### src/rtl/traffic_pkg.sv
// Shared definitions for the traffic-light controller and its pedestrian
// request front end, so both sides agree on state names and thresholds.
package traffic_pkg;

    // Pedestrian request handshake states.
    typedef enum logic [1:0] {
        IDLE    = 2'd0,
        ARMED   = 2'd1,
        ASSERT  = 2'd2,
        HOLDOFF = 2'd3
    } ped_state_t;

    // Countdown value at or below which a green phase counts as shortened.
    localparam int unsigned SHORT_GREEN_DEFAULT = 10;

    // Ceiling of the dropped-press counter.
    localparam logic [7:0] DROPPED_MAX = 8'hFF;

    // Increment that sticks at the ceiling instead of wrapping.
    function automatic logic [7:0] sat_inc8(input logic [7:0] v);
        return (v == DROPPED_MAX) ? v : v + 8'd1;
    endfunction

endpackage

### src/rtl/btn_debounce.sv
// Two-flop synchroniser, stability debouncer and rising-edge pulse for a
// bouncing push-button.  press is a one-cycle pulse issued together with
// the 0->1 change of btn_stable.
module btn_debounce
    import traffic_pkg::*;
#(
    parameter int unsigned DEB_CYCLES = 16
) (
    input  logic clk,
    input  logic rst,
    input  logic btn_raw,
    output logic btn_stable,
    output logic press
);

    localparam int unsigned       CNT_W    = $clog2(DEB_CYCLES);
    localparam logic [CNT_W-1:0]  CNT_LAST = CNT_W'(DEB_CYCLES - 1);

    generate
        if (DEB_CYCLES < 2) begin : g_bad_deb
            $error("btn_debounce: DEB_CYCLES must be at least 2");
        end
    endgenerate

    logic             sync1_q, sync1_d;
    logic             sync2_q, sync2_d;
    logic             stable_q, stable_d;
    logic             press_q, press_d;
    logic [CNT_W-1:0] cnt_q, cnt_d;

    // Next-state: shift the synchroniser, count consecutive disagreeing samples,
    // accept the new level on the DEB_CYCLES-th one.
    always_comb begin
        sync1_d  = btn_raw;
        sync2_d  = sync1_q;
        stable_d = stable_q;
        cnt_d    = cnt_q;
        if (sync2_q == stable_q) begin
            cnt_d = '0;
        end else if (cnt_q == CNT_LAST) begin
            stable_d = sync2_q;
            cnt_d    = '0;
        end else begin
            cnt_d = cnt_q + 1'b1;
        end
        press_d = stable_d & ~stable_q;
    end

    // State registers with synchronous reset.
    always_ff @(posedge clk) begin
        if (rst) begin
            sync1_q  <= 1'b0;
            sync2_q  <= 1'b0;
            stable_q <= 1'b0;
            press_q  <= 1'b0;
            cnt_q    <= '0;
        end else begin
            sync1_q  <= sync1_d;
            sync2_q  <= sync2_d;
            stable_q <= stable_d;
            press_q  <= press_d;
            cnt_q    <= cnt_d;
        end
    end

    assign btn_stable = stable_q;
    assign press      = press_q;

endmodule

### src/rtl/ped_request_ctrl.sv
// Pedestrian request front end: debounces the button, waits for green,
// holds pass_request until green is shortened or ends, then cools down.
module ped_request_ctrl
    import traffic_pkg::*;
#(
    parameter int unsigned DEB_CYCLES     = 16,
    parameter int unsigned HOLDOFF_CYCLES = 200,
    parameter int unsigned SHORT_GREEN    = SHORT_GREEN_DEFAULT
) (
    input  logic       clk,
    input  logic       rst,
    input  logic       btn_raw,
    input  logic       green,
    input  logic [7:0] clock,
    output logic       pass_request,
    output logic       req_pending,
    output logic [7:0] dropped_cnt
);

    localparam int unsigned      HO_W           = (HOLDOFF_CYCLES > 1) ? $clog2(HOLDOFF_CYCLES) : 1;
    localparam logic [HO_W-1:0]  HO_LOAD        = HO_W'(HOLDOFF_CYCLES - 1);
    localparam logic [7:0]       SHORT_GREEN_TH = SHORT_GREEN[7:0];

    generate
        if (HOLDOFF_CYCLES == 0) begin : g_bad_holdoff
            $error("ped_request_ctrl: HOLDOFF_CYCLES must be non-zero");
        end
    endgenerate

    logic press;
    logic btn_stable_unused;

    btn_debounce #(
        .DEB_CYCLES (DEB_CYCLES)
    ) u_btn_debounce (
        .clk        (clk),
        .rst        (rst),
        .btn_raw    (btn_raw),
        .btn_stable (btn_stable_unused),
        .press      (press)
    );

    ped_state_t      state_q, state_d;
    logic [HO_W-1:0] hold_q, hold_d;
    logic [7:0]      dropped_q, dropped_d;
    logic            pass_request_q, pass_request_d;
    logic            req_pending_q, req_pending_d;

    // Next-state and output decode; outputs follow the next state so they
    // change on the same edge as the state register.
    always_comb begin
        state_d   = state_q;
        hold_d    = hold_q;
        dropped_d = dropped_q;
        case (state_q)
            IDLE: begin
                if (press) begin
                    state_d = green ? ASSERT : ARMED;
                end
            end
            ARMED: begin
                if (green) begin
                    state_d = ASSERT;
                end
            end
            ASSERT: begin
                // Already-short green on entry leaves after a single cycle.
                if (!green || (clock <= SHORT_GREEN_TH)) begin
                    state_d = HOLDOFF;
                    hold_d  = HO_LOAD;
                end
            end
            HOLDOFF: begin
                if (hold_q == '0) begin
                    state_d = IDLE;
                end else begin
                    hold_d = hold_q - 1'b1;
                end
            end
            default: begin
                state_d = IDLE;
            end
        endcase
        // Judged on the current state, so a press on the HOLDOFF->IDLE edge is lost.
        if (press && (state_q != IDLE)) begin
            dropped_d = sat_inc8(dropped_q);
        end
        pass_request_d = (state_d == ASSERT);
        req_pending_d  = (state_d == ARMED) || (state_d == ASSERT);
    end

    // FSM state, cooldown counter, statistics and registered outputs.
    always_ff @(posedge clk) begin
        if (rst) begin
            state_q        <= IDLE;
            hold_q         <= '0;
            dropped_q      <= '0;
            pass_request_q <= 1'b0;
            req_pending_q  <= 1'b0;
        end else begin
            state_q        <= state_d;
            hold_q         <= hold_d;
            dropped_q      <= dropped_d;
            pass_request_q <= pass_request_d;
            req_pending_q  <= req_pending_d;
        end
    end

    assign pass_request = pass_request_q;
    assign req_pending  = req_pending_q;
    assign dropped_cnt  = dropped_q;

endmodule

### config.mk
export PLATFORM = sky130hd
export DESIGN_NAME = ped_request_ctrl
export DESIGN_NICKNAME = d
export VERILOG_FILES = /design/src/rtl/traffic_pkg.sv /design/src/rtl/btn_debounce.sv /design/src/rtl/ped_request_ctrl.sv
export SDC_FILE = /design/constraint.sdc
export NUM_CORES = 1
export LEC_CHECK = 0
export CAP_MARGIN = 5
export CORE_ASPECT_RATIO = 1.2
export CORE_MARGIN = 8
export CORE_UTILIZATION = 51
export CTS_CLUSTER_DIAMETER = 40
export DETAILED_ROUTE_END_ITERATION = 16
export PLACE_DENSITY = 0.86
export SYNTH_ARGS = -nofsm -noshare
export SYNTH_HDL_FRONTEND = slang
export SYNTH_SLANG_ARGS = --single-unit
### constraint.sdc
create_clock -name clk -period 2.05 [get_ports clk]
set_clock_uncertainty 0.15 [all_clocks]
set_input_delay 0.3075 -clock clk [delete_from_list [all_inputs] [get_ports clk]]
set_output_delay 0.3075 -clock clk [all_outputs]
set_load 0.05 [all_outputs]
# [Yosys cells after proc, flatten, opt, wreduce, memory -nomap -nowiden]
# Index checks and enable logic that the tools add are counted.
[op_classes] bitwise_logic=3 addsub=3 eq_ne=10 magnitude_cmp=1 reduce_logical=11 muxes=11
[ops] cell="8-bit 2-to-1 mux" n=2
[ops] cell="8-bit one-hot mux with 2 select lines" n=1
[ops] cell="2-bit 2-to-1 mux" n=5
[ops] cell="8-bit by 1-bit adder with 8-bit output (second input constant)" n=1
[ops] cell="8-bit equality test (second input constant)" n=1
[ops] cell="8-bit by 4-bit less-or-equal comparator with 1-bit output (second input constant)" n=1
[ops] cell="8-bit logical NOT" n=1
[ops] cell="2-bit one-hot mux with 4 select lines" n=1
[ops] cell="8-bit by 1-bit subtractor with 8-bit output (second input constant)" n=1
[ops] cell="2-bit equality test (second input constant)" n=3
[ops] cell="4-bit by 1-bit adder with 4-bit output (second input constant)" n=1
[ops] cell="2-bit by 1-bit equality test with 1-bit output (second input constant)" n=2
[ops] cell="4-bit equality test (second input constant)" n=1
[ops] cell="2-bit inequality test (second input constant)" n=2
[ops] cell="2-bit nonzero test" n=2
[ops] cell="3-bit AND reduction" n=1
[ops] cell="3-bit OR reduction" n=1
[ops] cell="2-bit logical NOT" n=1
[ops] cell="1-bit logical OR" n=2
[ops] cell="1-bit 2-to-1 mux" n=2
[ops] cell="1-bit inverter" n=2
[ops] cell="2-bit AND reduction" n=1
[ops] cell="1-bit AND" n=1
[ops] cell="1-bit equality test" n=1
[ops] cell="other kinds (2)" n=2
[totals] output_inout_bits=10 in_bits=12 reg_bits=28 word_cells=49

# [Longest topological paths before layout]
# Gate-level depths: netlist of run 1.
[logic_depth] depth_word=6 depth_mapped=7 depth_no_buf=7

# [Hierarchy]
# A second synthesis of run 1 with hierarchy kept.
[hier_totals] hier_cells=144 area_unflattened_um2=1320.0
[by_module_without_submodules] mod="ped_request_ctrl" cells_each=119 area_each_um2=1044.8 instances=1 seq_area_each_um2=400.4
[by_module_without_submodules] mod="btn_debounce" cells_each=25 area_each_um2=275.3 instances=1 seq_area_each_um2=160.2

# [Least setup slack after synthesis of run 1]
# No wires, ideal clock.
[synth_path] path_type="register to register" start="reg dropped_q[0], in the netlist dropped_cnt[0]" end="reg dropped_q[7], in the netlist dropped_cnt[7]" slack_ns=0.122 path_buffers=0 path_stages_with_launch=6 t_arrival_ns=1.663 synth_period_minus_slack_ns=1.928 required_time_ns=1.785 setup_time_ns=0.115 cell_sequence="dfxtp_1 -> ha_1 -> nand3_1 -> o211ai_1 -> nor3_1 -> o21ba_2"
[synth_between] elab_chain_cells=3 elab_cells_between_ends=4 cone_classes="add/sub (1); eq/ne (1); bitwise (1); reduce/logical (1)"
[synth_rtl] item="from (decl)" line="ped_request_ctrl.sv:45" text="logic [7:0] dropped_q, dropped_d;"
[synth_rtl] item="from (signal assigned)" line="ped_request_ctrl.sv:103" text="dropped_q <= dropped_d;"
[synth_rtl] item="parallel branches: the longest is 3 deep, another holds 8-bit by 1-bit adder with 8-bit output"
# Several ways; the timed one is not identified.
# A chain may end at the register's enable or synchronous reset.

# [Worst setup path in the final report of run 1]
[layout_path] start="reg hold_q[3]" end="reg req_pending_q, in the netlist req_pending"
[layout_between] elab_chain_cells=5 elab_cells_between_ends=6 cone_classes="eq/ne (2); mux (2); reduce/logical (2)"
[layout_rtl] item="from (decl)" line="ped_request_ctrl.sv:44" text="logic [HO_W-1:0] hold_q, hold_d;"
[layout_rtl] item="from (signal assigned)" line="ped_request_ctrl.sv:102" text="hold_q <= hold_d;"
[layout_rtl] item="8-bit logical NOT (*)" line="ped_request_ctrl.sv:74" text="if (hold_q == '0) begin"
[layout_rtl] item="2-bit 2-to-1 mux (*)" line="ped_request_ctrl.sv:74"
[layout_rtl] item="2-bit one-hot mux with 4 select lines (*)" line="ped_request_ctrl.sv:55" text="case (state_q)"
[layout_rtl] item="2-bit by 1-bit equality test with 1-bit output / 2-bit equality test (equally long branches)" line="ped_request_ctrl.sv:89" text="req_pending_d = (state_d == ARMED) || (state_d == ASSERT);"
[layout_rtl] item="1-bit logical OR (*)" line="ped_request_ctrl.sv:89"
[layout_rtl] item="to (signal assigned)" line="ped_request_ctrl.sv:105" text="req_pending_q <= req_pending_d;"
[layout_rtl] item="to (decl)" line="ped_request_ctrl.sv:47" text="logic req_pending_q, req_pending_d;"
# Mark *: on every way between the ends. The rest lies on a longest branch, timed or not.

==> out/results.txt, run 1 <==
Result of the run = complete, no violations
Net count of the mapped netlist = 153
Post-detailed-route via-to-cell ratio = 5.50
Clock transition at the register clock pins on the worst setup and hold paths after CTS = 0.14 ns
Clock tree from TritonCTS = built
VDD IR max = 0.000480 V
Cell at the root of the clock tree = sky130_fd_sc_hd__clkbuf_4
Detailed Routing Iterations Pass 1 = 4
Syn Std Cell Area = 1260 µm²
Part of the Yosys area used for sequential elements = 44.6%
Data arrival time of the critical path = 2.07 ns
MaxCap Viol Count = 0
Fraction of synthesized cell area taken by the top area cell type = 44.6%
Largest fanout on the critical path = 6
Dominant cell type by area after synthesis = sky130_fd_sc_hd__dfxtp_1
Vertical die dimension = 70.4 µm
Required time at the worst-slack endpoint = 2.17 ns
Path type of the worst min-delay path = reg -> reg
Routed wire length = 2.66 mm
Setup slack after layout = 0.102 ns
Mapped Cells = 137
CTS max path bufs = 2
Highest-count cells in the layout ignoring fill and taps = 27 x sky130_fd_sc_hd__dfxtp_1, 19 x sky130_fd_sc_hd__nor2_1, 13 x sky130_fd_sc_hd__clkdlybuf4s50_1
Worst slew slack as a fraction of its limit = 65.8%
Post-synthesis cell type count = 36
Finished Core Util = 67.0%
Final critical-path share of the clock period = 95.0%
Total via count after detailed routing = 1,050
Pins over their slew limit = 0
Post-layout net count = 178
Remaining DRCs = 0
Antenna fix cells = 0
Predominant post-synthesis flop cell = sky130_fd_sc_hd__dfxtp_1
Setup Buffers After CTS = 0
Upper clock frequency limit = 513 MHz
DIE AREA = 4310 µm²
Area of the core = 2310 µm²
Shortest clock period the worst path allows after layout = 1.95 ns
Row cnt = 19
Category of the most critical setup path = reg -> reg
Initial antenna violation count = 0
Most frequent standard cell in the layout excluding fill and tap cells = sky130_fd_sc_hd__dfxtp_1
# H-tree levels = 1
Worst slack, placed = -0.0275 ns
Final setup violation count = 0
Yosys warning total = 0
Layout cells sized above 1 = 7.50%
Total GRT Usage = 13.4%
Worst setup EP type = flip-flop
Static Leak = 0.000647 µW
Setup repair after global routing missed its margin = false
Global route overflow = 0
Final weighted congestion in routability-driven placement = 0.832
Layout overhead on the synthesized area = 22.9%
Vias in the first global route = 1,143
Total CTS buffers = 3
Clock sink total = 28
Wire length of the first global-routing pass = 4.46 mm
Number of flops mapped to enable cells by yosys = 0
Power per Cell Area = 524 nW/µm²
Hold buffer count at CTS = 0
DP Wirelength = 2.09 mm
Final Hold Viols = 0
Total of flip-flops plus latches after synthesis = 28
Post-synth ARST share = 0%
Initial Utilization = 54.5%
Latest clock arrival within the worst-skew pair = 0.33 ns
Iteration-0 DRC count of the detailed router = 34
Horizontal die dimension = 61.3 µm
Worst-Margin Slew = 0.512 ns
Number of I/O pins = 22
Mean cell area of the mapped netlist = 9.17 µm²
Largest cells by area after synthesis = sky130_fd_sc_hd__dfxtp_1 45%, sky130_fd_sc_hd__nor2_1 5.7%, sky130_fd_sc_hd__xor2_1 4.9%
Port-buffer cells = 21
Largest net degree at the start of global routing = 23
Post-route ant nets = 0
WL per Instance = 13.9 µm
Kind of start point of the critical path = flip-flop
[worst max-delay path: stages (launching register included)]
cell and delay, ns:
sky130_fd_sc_hd__dfxtp_2 0.37, sky130_fd_sc_hd__or4_4 0.57, sky130_fd_sc_hd__o31ai_4 0.23, sky130_fd_sc_hd__o311a_1 0.23
sky130_fd_sc_hd__ha_1 0.23, sky130_fd_sc_hd__nor2_1 0.11
[cell usage after synthesis, types with 2 or more instances]
cell type	number
sky130_fd_sc_hd__inv_1	4
sky130_fd_sc_hd__nand3_1	6
sky130_fd_sc_hd__o21ai_0	4
sky130_fd_sc_hd__and2_1	2
sky130_fd_sc_hd__dfxtp_1	28
sky130_fd_sc_hd__a211oi_1	2
sky130_fd_sc_hd__xnor2_1	2
sky130_fd_sc_hd__clkbuf_1	2
sky130_fd_sc_hd__a21oi_1	8
sky130_fd_sc_hd__mux2i_1	3
sky130_fd_sc_hd__xor2_1	7
sky130_fd_sc_hd__nand2b_1	5
sky130_fd_sc_hd__nor3_1	4
sky130_fd_sc_hd__nand4_1	3
sky130_fd_sc_hd__and3_1	4
sky130_fd_sc_hd__ha_1	4
sky130_fd_sc_hd__nor2_1	19
sky130_fd_sc_hd__or3_1	3
sky130_fd_sc_hd__nor2b_1	4
sky130_fd_sc_hd__o211ai_1	2
sky130_fd_sc_hd__nand2_1	5
sky130_fd_sc_hd__o21a_1	2
[layer usage]
layer / track usage (%) / wire length (µm) / vias to the layer above
met4: 7.01 / 55 / 0
li1: - / - / 535
met3: 2.93 / 54 / 5
met2: 25.4 / 1530 / 14
met5: 0 / 0 / -
met1: 12.0 / 1020 / 496
[stage by stage]
step | hold WS, ns | total power (µW) | TNS [ns] | cell area [µm²] | cells
floorplan | 0.229 | 572 | 0 | 1260 | 137
global placement | 0.273 | 598 | 0 | 1510 | 188
detailed placement | 0.288 | 599 | -0.0275 | 1510 | 188
CTS | 0.309 | 818 | 0 | 1520 | 191
global route | 0.319 | 842 | 0 | 1540 | 191
finish | 0.308 | 809 | 0 | 1540 | 191
[state kept, by name (all words and copies together) (netlist names)]
| register | flops |
|---|---|
| dropped_cnt | 8 |
| hold_q | 8 |
| u_btn_debounce.cnt_q | 4 |
| state_q | 2 |
| pass_request | 1 |
| req_pending | 1 |
| u_btn_debounce.btn_stable | 1 |
| u_btn_debounce.press | 1 |
| u_btn_debounce.sync1_q | 1 |
| u_btn_debounce.sync2_q | 1 |
[repair_timing]
action	CTS	global route
resized for setup	3	6
pin swaps	0	0
hold endpoints to repair	0	0
setup endpoints to repair	3	6
[area by class of cell]
| cell class | count | area [µm²] |
|---|---|---|
| clock buffers | 3 | 22.5 |
| fillers | 207 | 762 |
| inverters | 4 | 15.0 |
| multi-input cells | 102 | 677 |
| flip-flops and latches | 28 | 562 |
| well taps | 31 | 38.8 |
| repair buffers | 23 | 229 |
[report_power, final]
group	total, µW	switching (µW)	internal (µW)
Sequential	548	1.12	547
Clock	222	153	69.2
Combinational	39.5	15.0	24.5
Total	809	169	640
[path summary, 6_finish.rpt]
check	startpoint	end	slack, ns	depth (start not counted)
setup / recovery	hold_q[3]	req_pending	0.10	5
hold / removal	u_btn_debounce.sync1_q	u_btn_debounce.sync2_q	0.31	1
setup reg to reg	hold_q[3]	req_pending	0.10	5
hold reg to reg	u_btn_debounce.sync1_q	u_btn_debounce.sync2_q	0.31	1
[kinds of logic (layout without fill, tap and decap cells)]
family          after synthesis  count (layout)  synth area share (%)
compound gates               27              27                  16.0
xor+xnor                      9               9                  6.28
fa+ha+maj                     4               4                  3.98
buf+inv                       7              30                  2.19
flops                        28              28                  44.6
mux                           3               3                  2.39
simple gates                 59              59                  24.5
(Power assumes the default switching activity.)
==> inputs of run 2 (changes only) <==
--- a/config.mk
+++ b/config.mk
@@ -11,6 +11,7 @@
 export CORE_UTILIZATION = 51
 export CTS_CLUSTER_DIAMETER = 40
 export DETAILED_ROUTE_END_ITERATION = 16
+export GPL_ROUTABILITY_DRIVEN = 0
 export PLACE_DENSITY = 0.86
 export SYNTH_ARGS = -nofsm -noshare
 export SYNTH_HDL_FRONTEND = slang
==> results of run 2 <==
Final layout, timing and power as in run 1 (identical DEF).
==> edit 1 (settings of run 1) <==
Reset style: asynchronous (`rst`), changed in 2 clocked blocks. Comments in the files are not updated.
--- a/src/rtl/btn_debounce.sv
+++ b/src/rtl/btn_debounce.sv
@@ -47,7 +47,7 @@
     end
 
     // State registers with synchronous reset.
-    always_ff @(posedge clk) begin
+    always_ff @(posedge clk or posedge rst) begin
         if (rst) begin
             sync1_q  <= 1'b0;
             sync2_q  <= 1'b0;
--- a/src/rtl/ped_request_ctrl.sv
+++ b/src/rtl/ped_request_ctrl.sv
@@ -90,7 +90,7 @@
     end
 
     // FSM state, cooldown counter, statistics and registered outputs.
-    always_ff @(posedge clk) begin
+    always_ff @(posedge clk or posedge rst) begin
         if (rst) begin
             state_q        <= IDLE;
             hold_q         <= '0;
Behaviour: same outputs for any inputs over 10 cycles, from zero or initial values and one cycle with rst high; that may be too few to reach the edited logic, so the function may still have changed.
==> edit 1 against run 1 <==
  * Sequential cell count unchanged
  * Final cell count increased by 1.0%
  * Design area increased by 14%
  * Global-route usage decreased by 0.27 points
  * Wire length increased by 5.7%
  * Worst setup slack got worse by 17 ps
  * Synthesized cell count decreased by 6.6%
  * Area after synthesis increased by 9.2%
  * Largest cell class is now sequential cells
  * Highest routed layer unchanged
Power is not compared: it rests on default switching activity, and its combinational part moved more than twofold at a synthesized area within 25%.
==> edit 1: results (changes against run 1) <==
| Metric | Value |
|---|---|
| Synthesized area per cell | 10.7 µm² (+17%) |
| Inst Count DP | 189 (+0.53%) |
| Critical Path Source | dropped_cnt[6] |
| R2R setup slack | 120 ps (+20 ps) |
| Nets | 177 (-0.56%) |
| First-pass GRT wire length | 5.06 mm (+14%) |
| Slowest CP cell | clkdlybuf4s50_1 |
| Yosys warnings | 0 (unchanged) |
| Asr flop ratio synth | 100% (+100 points) |
| DRT iter0 DRCs | 22 (-35%) |
| Most frequent cells after synthesis | 28 x dfrtp_1, 10 x inv_1, 9 x nor2_1 |
| Status | complete, no violations |
| Critical path peak fanout | 3 (-3) |
| Share of cells above drive strength 1 | 16.3% (+8.8 points) |
| Top cells by area, synth | dfrtp_1 51%, ha_1 3.6%, mux2_2 3.3% |
| Worst hold path class | in2async |
| Wire per inst | 14.6 µm (+4.6%) |
| Most used flip-flop cell after synthesis | dfrtp_1 |
| WL final | 2.81 mm (+5.7%) |
| Critical Path End | dropped_cnt[6] |
| Total Routing Usage GR | 13.1% (-0.27 points) |
| Vias per std cell | 5.84 (+6.2%) |
| Synthesized Nets | 144 (-5.9%) |
| Post-DP HPWL | 2.10 mm (+0.58%) |
| Synth cell types | 40 (+11%) |
| Filler cells | 203 (-1.9%) |
| Vias in the first global route | 1,185 (+3.7%) |
| Gp weighted congestion | 0.889 (+6.8%) |
| Largest delay share family, worst path | buffers and inverters |
| RR Endpoint | hold_q[6] |
## edit 1: power groups by stage
stage / logic (mW) / clock network (mW) / registers, mW
4_1_cts: 0.646 / 0.270 / 0.755
3_5_place_dp: 0.641 / 0 / 0.764
2_1_floorplan: 0.373 / 0 / 0.810
3_3_place_gp: 0.605 / 0 / 0.757
5_1_grt: 0.782 / 0.290 / 0.786
6_report: 0.699 / 0.259 / 0.769
## edit 1: final cells by class
class | count | area [µm²] | area share, %
tap | 33 | 41.3 | 2.34
sequential | 28 | 701 | 39.7
clock buffer | 4 | 36.3 | 2.06
inverter | 10 | 37.5 | 2.13
timing repair buffer | 30 | 278 | 15.8
multi-input combinational | 88 | 669 | 38.0
## edit 1: metrics by stage
stage	setup WS (ps)	setup TNS (ps)	instance area [µm²]	hold WS, ps
final	84.6	0	1760	187
after global routing	-9.00	-9.00	1760	222
after CTS	6.13	0	1720	200
after detailed placement	-349	-904	1680	199
after global placement	-231	-403	1680	186
after floorplan	45.2	0	1370	181
## edit 1: metal layers
layer	vias to the layer above	GRT usage (%)	wire length [µm]
met5	-	0	0
met4	0	4.22	42
met3	6	3.53	118
met2	25	23.8	1500
met1	565	14.3	1150
li1	531	-	-
## edit 1: cell families (layout without fill, tap and decap cells)
logic type | Yosys count | after routing | synth area share [%]
AO/OA/AOI/OAI | 29 | 29 | 16.5
XOR/XNOR | 6 | 6 | 3.83
adder cells (fa/ha/maj) | 4 | 4 | 3.65
buffers and inverters | 12 | 44 | 3.47
flip-flops | 28 | 28 | 51.1
multiplexers | 6 | 6 | 4.74
AND/OR/NAND/NOR | 43 | 43 | 16.7
## edit 1: what timing repair did
item | in CTS | in global routing
hold buffers | 0 | 0
gates resized for setup | 3 | 9
pin swaps | 0 | 1
setup endpoints to repair | 3 | 5
==> edit 2 (flow settings as in run 1) <==
Without the edit above. Set the parameter `HOLDOFF_CYCLES` to 400 (it was 200).
--- a/src/rtl/ped_request_ctrl.sv
+++ b/src/rtl/ped_request_ctrl.sv
@@ -4,7 +4,7 @@
     import traffic_pkg::*;
 #(
     parameter int unsigned DEB_CYCLES     = 16,
-    parameter int unsigned HOLDOFF_CYCLES = 200,
+    parameter int unsigned HOLDOFF_CYCLES = 400,
     parameter int unsigned SHORT_GREEN    = SHORT_GREEN_DEFAULT
 ) (
     input  logic       clk,
Function: no difference found for any inputs over 10 cycles, from zero or initial values and one cycle with rst high; that may be too few to reach the edited logic, so the function may still have changed.
==> edit 2 against run 1 <==
  * The run now ends with negative setup slack left
  * Area after synthesis is 4.7% higher
  * Synthesized cell count is 3.6% higher
  * Sequential cell count is 1 higher
  * Count of clock-buffer cells in the layout is 3 higher
  * Maximum frequency is 6.2% lower
  * Clock power is 45% higher
  * Sequential share of layout area is 2.7 points lower
  * Critical endpoint is now hold_q[7]
  * Total power is 15% higher
  * Wire length is 11% higher
  * Worst setup slack worse by 130 ps
  * Die area is 3.5% higher
  * Design area is 12% higher
==> edit 2: results (changes against run 1) <==
| Metric | Value |
|---|---|
| Gp weighted congestion | 0.890 (+7.0%) |
| Peak supply drop | 542 µV (+13%) |
| Rel. slew slack | 66.0% (+0.21 points) |
| Finish-stage setup viols | 1 (+1) |
| DRT iter0 DRCs | 28 (-18%) |
| Asr flop ratio synth | 0% (unchanged) |
| Max reg flops | 9 |
| Most used flip-flop cell after synthesis | dfxtp_1 |
| Synth cell types | 31 (-14%) |
| Wire per inst | 13.9 µm (-0.43%) |
| Most frequent cells after synthesis | 29 x dfxtp_1, 21 x nor2_1, 9 x xnor2_1 |
| Final worst slack | -26.4 ps (-128 ps) |
| Critical path peak fanout | 5 (-1) |
| CTS clk-pin slew, worst paths | 90 ps (-50 ps) |
| First-pass GRT wire length | 5.04 mm (+13%) |
| Status | finished with violations |
| Synthesized Nets | 159 (+3.9%) |
| CP required | 2110 ps (-60 ps) |
| Share of cells above drive strength 1 | 20.1% (+13 points) |
| Static leakage | 0.726 nW (+12%) |
| Failing checks | negative setup slack |
| # H-tree levels | 2 (+1) |
| Setup WS pre-CTS | -124 ps (-96.6 ps) |
| Total number of vias | 1,141 (+8.7%) |
| Placed cell area | 0.00164 mm² (+9.1%) |
| Seq/Total Area, Yosys | 44.1% (-0.47 points) |
| Clk Latency, worst-skew pair | between 300 and 400 ps |
| Vias per std cell | 5.38 (-2.1%) |
| Worst hold path class | reg2reg |
| Largest net degree at the start of global routing | 26 (+13%) |
| Synth Instances | 142 (+3.6%) |
| Filler cells | 203 (-1.9%) |
| Post-DP HPWL | 2.15 mm (+2.9%) |
| Total Routing Usage GR | 13.7% (+0.38 points) |
| CTS Buf Count | 5 (+2) |
| Nets | 195 (+9.6%) |
| Max incr delay on CP | 540 ps (-30 ps) |
| Yosys warnings | 0 (unchanged) |
| Vias in the first global route | 1,199 (+4.9%) |
| Top cells by area, synth | dfxtp_1 44%, nor2_1 6.0%, xnor2_1 6.0% |
## edit 2: cell types whose count changed after synthesis, sizes merged, moves of 3 or more
| cell | delta |
|---|---|
| clkbuf | +3 |
| nand2b | -3 |
| nor4 | +4 |
| xnor2 | +7 |
## edit 2: report_power, final
part	internal, mW	switching, mW	leakage, nW
Clock	0.130	0.192	0.0320
Combinational	0.0248	0.0181	0.459
Sequential	0.565	0.00122	0.236
Total	0.720	0.211	0.726
## edit 2: what timing repair did
action                                  in CTS  in global routing
gates resized for setup                      2                  9
hold buffers                                 0                  0
setup buffers                                0                  0
endpoints found under the setup margin       3                  8
## edit 2: layout make-up
class,count,area share [%]
Multi-Input combinational cell,106,42.7
Sequential cell,29,33.7
Timing Repair Buffer,34,17.9
Clock buffer,6,2.38
Tap cell,33,2.38
Clock inverter,2,0.577
Inverter,2,0.433
## edit 2: logic make-up after synthesis
group	count (synthesis)	synth area share, %
AND/OR/NAND/NOR	66	27.4
adder cells (fa/ha/maj)	5	4.76
AO/OA/AOI/OAI	18	10.2
XOR/XNOR	15	9.99
buffers and inverters	7	2.00
flip-flops	29	44.1
multiplexers	2	1.52
## edit 2: stage by stage
stage | util, % | hold WS, ps | setup TNS [ps]
CTS | 68.0 | 310 | -53.8
floorplan | - | 264 | 0
finish | 69.4 | 312 | -26.4
global route | 69.4 | 336 | -254
detailed placement | 65.6 | 283 | -623
global placement | 65.6 | 274 | -336
## edit 2: critical path: cells and delay by family (launching register included)
family	cells	cell delay, ps
simple gates	3	1120
flops	1	330
buf+inv	1	140
xor+xnor	1	140
compound gates	1	90
## edit 2: metal layers
layer,routed length (µm),track usage [%],vias to the layer above
li1,-,-,577
met1,1180,13.2,536
met2,1590,24.5,24
met3,140,5.77,4
met4,31,7.36,0
met5,0,0,-
## edit 2: path summary, 6_finish.rpt
kind / startpoint / to / cells past startpoint
worst max register to register: hold_q[0] / hold_q[7] / 6
worst min register to register: u_btn_debounce.cnt_q[0] / u_btn_debounce.cnt_q[0] / 1
worst min-delay path: u_btn_debounce.cnt_q[0] / u_btn_debounce.cnt_q[0] / 1
worst max-delay path: hold_q[0] / hold_q[7] / 6
